$ cat config.mk
export PLATFORM = sky130hd
export DESIGN_NAME = cram_loader
export DESIGN_NICKNAME = d
export VERILOG_FILES = /design/src/rtl/kl10_cram_pkg.sv /design/src/rtl/cram_loader.sv
export SDC_FILE = /design/constraint.sdc
export NUM_CORES = 1
export LEC_CHECK = 0
export ABC_CLOCK_PERIOD_IN_PS = 4250
export CORE_MARGIN = 1
export CORE_UTILIZATION = 30
export DETAILED_ROUTE_END_ITERATION = 12
export MAX_ROUTING_LAYER = met4
export SETUP_SLACK_MARGIN = 0.1
export SLEW_MARGIN = 5
export SYNTH_ARGS = -nofsm -noshare
export SYNTH_HDL_FRONTEND = slang
export SYNTH_SLANG_ARGS = --single-unit
$ cat constraint.sdc
create_clock -name clk -period 4.25 [get_ports clk]
set_input_delay 0.6375 -clock clk [delete_from_list [all_inputs] [get_ports clk]]
set_output_delay 0.6375 -clock clk [all_outputs]
set_load 0.005 [all_outputs]
$ cat src/rtl/kl10_cram_pkg.sv
// kl10_cram_pkg: shared CRAM loader constants, diagnostic function codes and FSM state encoding
package kl10_cram_pkg;
  localparam int CRAM_WIDTH  = 84;
  localparam int FIELD_WIDTH = 14;
  localparam int ADR_WIDTH   = 12;
  localparam int NFIELDS     = CRAM_WIDTH / FIELD_WIDTH;
  localparam logic [6:0] FN_LDADR  = 7'o50;
  localparam logic [6:0] FN_LDFLD0 = 7'o51;
  localparam logic [6:0] FN_LDFLD5 = 7'o56;
  localparam logic [6:0] FN_WRITE  = 7'o57;
  localparam logic [6:0] FN_RDFLD0 = 7'o60;
  localparam logic [6:0] FN_RDFLD5 = 7'o65;
  localparam logic [6:0] FN_CLRERR = 7'o66;
  localparam int ERR_OVERRUN = 0;
  localparam int ERR_PARTIAL = 1;
  localparam int ERR_VERIFY  = 2;
  typedef enum logic [2:0] {
    ST_IDLE,
    ST_WRITE,
    ST_VWAIT,
    ST_VCMP,
    ST_RWAIT,
    ST_RDONE
  } cram_state_e;
endpackage

$ cat src/rtl/cram_loader.sv
// cram_loader: diagnostic-bus loader/reader for the CRAM port B; CRAM_LOADER_VERIFY_EN adds write read-back verify
module cram_loader
  import kl10_cram_pkg::*;
(
  input  logic                  clk,
  input  logic                  reset_n,
  input  logic [6:0]            DIAG_FUNC,
  input  logic                  DIAG_STROBE,
  input  logic [0:35]           EBUS_D,
  output logic [0:35]           EBUS_D_OUT,
  output logic                  EBUS_VALID,
  output logic [ADR_WIDTH-1:0]  CRAM_ADDRB,
  output logic [0:CRAM_WIDTH-1] CRAM_DINB,
  output logic                  CRAM_WEB,
  input  logic [0:CRAM_WIDTH-1] CRAM_DOUTB,
  output logic                  BUSY,
  output logic [2:0]            ERR
);
  cram_state_e              state_q;
  logic [ADR_WIDTH-1:0]     adr_q;
  logic [ADR_WIDTH-1:0]     addrb_q;
  logic [0:CRAM_WIDTH-1]    word_q;
  logic [NFIELDS-1:0]       mask_q;
  logic [2:0]               err_q;
  logic                     web_q;
  logic                     valid_q;
  logic [FIELD_WIDTH-1:0]   field_q;
  logic [2:0]               sel_q;
  logic                     is_ld;
  logic                     is_rd;
  logic [2:0]               ld_k;
  logic [2:0]               rd_k;
  logic                     unused_ebus;

  assign unused_ebus = ^EBUS_D[0:21];
  assign EBUS_D_OUT  = {22'b0, field_q};
  assign EBUS_VALID  = valid_q;
  assign CRAM_ADDRB  = addrb_q;
  assign CRAM_DINB   = word_q;
  assign CRAM_WEB    = web_q;
  assign BUSY        = state_q != ST_IDLE;
  assign ERR         = err_q;

  // Decode field-load and field-read function codes into a field index
  always_comb begin
    is_ld = DIAG_FUNC >= FN_LDFLD0 && DIAG_FUNC <= FN_LDFLD5;
    is_rd = DIAG_FUNC >= FN_RDFLD0 && DIAG_FUNC <= FN_RDFLD5;
    ld_k  = 3'(DIAG_FUNC - FN_LDFLD0);
    rd_k  = 3'(DIAG_FUNC - FN_RDFLD0);
  end

  // Command FSM with registered CRAM and EBUS outputs; strobes outside IDLE flag an overrun
  always_ff @(posedge clk or negedge reset_n) begin
    if (!reset_n) begin
      state_q <= ST_IDLE;
      adr_q   <= '0;
      addrb_q <= '0;
      word_q  <= '0;
      mask_q  <= '0;
      err_q   <= '0;
      web_q   <= 1'b0;
      valid_q <= 1'b0;
      field_q <= '0;
      sel_q   <= '0;
    end else begin
      web_q   <= 1'b0;
      valid_q <= 1'b0;
      if (DIAG_STROBE && state_q != ST_IDLE) err_q[ERR_OVERRUN] <= 1'b1;
      case (state_q)
        ST_IDLE: if (DIAG_STROBE) begin
          if (DIAG_FUNC == FN_LDADR) begin
            adr_q  <= EBUS_D[24:35];
            mask_q <= '0;
          end else if (is_ld) begin
            word_q[ld_k*FIELD_WIDTH +: FIELD_WIDTH] <= EBUS_D[22:35];
            mask_q[ld_k] <= 1'b1;
          end else if (DIAG_FUNC == FN_WRITE) begin
            if (&mask_q) begin
              state_q <= ST_WRITE;
              web_q   <= 1'b1;
              addrb_q <= adr_q;
            end else begin
              err_q[ERR_PARTIAL] <= 1'b1;
            end
          end else if (is_rd) begin
            addrb_q <= adr_q;
            sel_q   <= rd_k;
            state_q <= ST_RWAIT;
          end else if (DIAG_FUNC == FN_CLRERR) begin
            err_q <= '0;
          end
        end
        ST_WRITE: begin
          adr_q  <= adr_q + 12'd1;
          mask_q <= '0;
`ifdef CRAM_LOADER_VERIFY_EN
          state_q <= ST_VWAIT;
`else
          state_q <= ST_IDLE;
`endif
        end
        ST_VWAIT: state_q <= ST_VCMP;
        ST_VCMP: begin
`ifdef CRAM_LOADER_VERIFY_EN
          if (CRAM_DOUTB != word_q) err_q[ERR_VERIFY] <= 1'b1;
`endif
          state_q <= ST_IDLE;
        end
        ST_RWAIT: state_q <= ST_RDONE;
        ST_RDONE: begin
          field_q <= CRAM_DOUTB[sel_q*FIELD_WIDTH +: FIELD_WIDTH];
          valid_q <= 1'b1;
          state_q <= ST_IDLE;
        end
        default: state_q <= ST_IDLE;
      endcase
    end
  end
endmodule

==> impl_metrics.json <==
{
  "layout_common_cells": "clkdlybuf4s50_1, nand2_1, dfrtp_1",
  "grt_pass1_vias": 10400,
  "drtIter0Drc": 665,
  "die_h_um": 194,
  "maxSlewViolCount": 0,
  "grt_start_max_net_pins": 93,
  "wl_mm": 39.0,
  "cp_cell_sequence": "clkdlybuf4s50_1 > inv_4 > ha_1 > nor2b_1 > or2_4 > xnor2_2 > ha_2 > ha_4 > and4bb_1 > a221o_1 > a211o_4 > buf_4 > nand3_1 > nor3b_1 > mux2_2",
  "power_leakage_nw": 6.01,
  "via_count": 10400,
  "cts_setup_buffers": 0,
  "dpl.hpwl_mm": 30.5,
  "ys_types": 81,
  "crit_type": "in -> reg",
  "cp-start-kind": "input port",
  "clk_pin_slew_ns": 0.06,
  "cp.arrival_ns": 4.41,
  "cp_max_fo": 9,
  "drive_above_1_share_pct": 19.3,
  "ctsLongestPathBuffers": 2,
  "end_kind": "flip-flop",
  "p_sw_w": 0.00425,
  "power_switching_share_pct": 45.4,
  "vdd_drop_max_v": 0.000550,
  "finalSetupViolations": 0,
  "grtUsageTotal_pct": 21.3,
  "p_int_w": 0.00512,
  "fp.coreArea_mm2": 0.0365,
  "required_ns": 4.56,
  "finalHoldViolCount": 0,
  "ys.flop_type": "dfrtp_1",
  "slowest_stage": "clkdlybuf4s50_1",
  "grt_antenna_before_repair": 0,
  "cts_buffers": 17,
  "p_clk_share_pct": 16.0,
  "timing.fmax_ghz": 0.244,
  "fin_worst_skew_ns": 0.0200,
  "ioPinCount": 268,
  "clk-insertion-delay-late_ns": 0.44,
  "n_antenna_cell": 0,
  "start_util_pct": 30.4,
  "comb_power_share_pct": 65.6,
  "cts_root_buf": "clkbuf_16",
  "wl_per_cell_um": 20.6,
  "path_delay_family": "simple AND/OR/NAND/NOR gates",
  "cpPeakStageDelay_ns": 0.55,
  "drc": 0,
  "syn_inst": 1175,
  "netlist_area_mm2": 0.0111,
  "synth-edff-count": 0,
  "critPathBufInv": 3,
  "yosys_warnings": 0,
  "h-tree-depth": 4,
  "cap_violations": 0,
  "numClockSinks": 138,
  "tightest_slew_ns": 0.899,
  "slew_headroom_pct": 40.1,
  "syn_to_final_growth_pct": 32.4,
  "rsz0062_at_grt": "true",
  "cts_tree": "built",
  "mostFrequentLayoutCell": "clkdlybuf4s50_1",
  "fin_crit_ns": 4.10,
  "ant_nets": 0,
  "port_buffers": 222,
  "num_rows": 70,
  "postCtsResizedCells": 0,
  "synthArstFlopShare_pct": 100,
  "drt-pass1-iter-count": 5,
  "die-area_mm2": 0.0377,
  "post-route-period-util_pct": 96.5,
  "finalPower_w": 0.00937,
  "die_w_um": 194,
  "synth.avg_cell_area_um2": 9.44,
  "overflow": 0,
  "nets": 1559,
  "hold_buffers": 0,
  "place_congestion": 0.980,
  "viasPerCell": 5.51,
  "synth_seq_cells": 138,
  "min_path_type": "in -> async",
  "whs_ns": 0.314,
  "outcome": "finished, final reports clean",
  "pwr-share-seq_pct": 18.5,
  "ys_seq_area_share_pct": 31.1,
  "grt_pass1_wl_mm": 61.0,
  "p_per_area_mw_per_mm2": 639
}
## final timing paths
path / start / end / slack [ns] / depth (start not counted)
max: DIAG_FUNC[0] / CRAM_DINB[50]$_DFFE_PN0P_ / 0.15 / 15
min: reset_n / CRAM_DINB[45]$_DFFE_PN0P_ / 0.31 / 1
max reg2reg: sel_q[0]$_DFFE_PN0P_ / field_q[10]$_DFFE_PN0P_ / 0.44 / 9
min reg2reg: CRAM_DINB[14]$_DFFE_PN0P_ / CRAM_DINB[14]$_DFFE_PN0P_ / 0.47 / 2
max in group asynchronous: reset_n / adr_q[1]$_DFFE_PN0P_ / 3.05 / 2
min in group clk: CRAM_DINB[14]$_DFFE_PN0P_ / CRAM_DINB[14]$_DFFE_PN0P_ / 0.47 / 2
## final cells by class
type / count / area (um^2)
clock buffer: 21 / 470
clock inverter: 10 / 118
fill: 3673 / 21800
inverter: 24 / 92.6
multi-input combinational: 931 / 7140
sequential: 138 / 3460
tap: 468 / 586
timing repair buffer: 299 / 2810
## power groups by stage
| stage | Sequential, W | Clock [W] | Combinational (W) |
|---|---|---|---|
| floorplan | 0.00169 | 0 | 0.00419 |
| global placement | 0.00175 | 0 | 0.00605 |
| detailed placement | 0.00175 | 0 | 0.00608 |
| CTS | 0.00173 | 0.00153 | 0.00610 |
| global route | 0.00177 | 0.00158 | 0.00664 |
| finish | 0.00173 | 0.00150 | 0.00614 |
## layer usage
layer,global-route usage (%),routed length (um)
met5,-,0
met4,7.76,1150
met3,2.92,2060
met2,34.1,18500
met1,27.5,17300
## worst register-to-register path, cell delays in order (launching register included)
cell and delay [ns]:
dfrtp_4 0.51, fa_1 0.53, ha_4 0.19, fa_1 0.50
clkinv_1 0.31, nor2_1 0.59, a221oi_1 0.22, a2111oi_0 0.58
buf_4 0.22, a221o_1 0.09
## state kept, by name, summed over array words and instances (netlist names)
register,count
CRAM_DINB,84
sel_q,3
ERR,2
mask_q,6
CRAM_ADDRB,12
EBUS_VALID,1
state_q,3
adr_q,12
field_q,14
CRAM_WEB,1
## Yosys cell counts (22+ instances only)
library cell  count  area (um^2)
a21oi_1          62          310
nand3_1          32          160
dfrtp_1         138         3450
nor2_1           90          338
nand2_1         152          571
buf_4            27          203
mux4_2           48         1080
o21ai_0          69          345
buf_2            35          175
clkbuf_1         37          139
inv_1            22         82.6
mux2i_1          84          841
mux2_2           90         1010
## logic make-up after synthesis
group / after synthesis / share of synthesized area, %
buf+inv: 128 / 5.71
mux: 226 / 27.0
simple gates: 367 / 15.3
compound gates: 293 / 18.2
flops: 138 / 31.1
fa+ha+maj: 18 / 2.23
other cells: 1 / 0.0338
xor+xnor: 4 / 0.316
## through the flow
stage          cells  setup TNS (ns)  setup WS, ns  area (um^2)  util [%]
2_1_floorplan   1197               0         0.108        11200         -
3_3_place_gp    1860           -2.88        -0.160        14100      38.6
3_5_place_dp    1860           -5.26        -0.259        14100      38.6
4_1_cts         1891               0         0.178        14700      40.2
5_1_grt         1891               0        0.0227        14700      40.2
6_report        1891               0         0.149        14700      40.2
No activity file was read; power rests on OpenSTA's default activity.
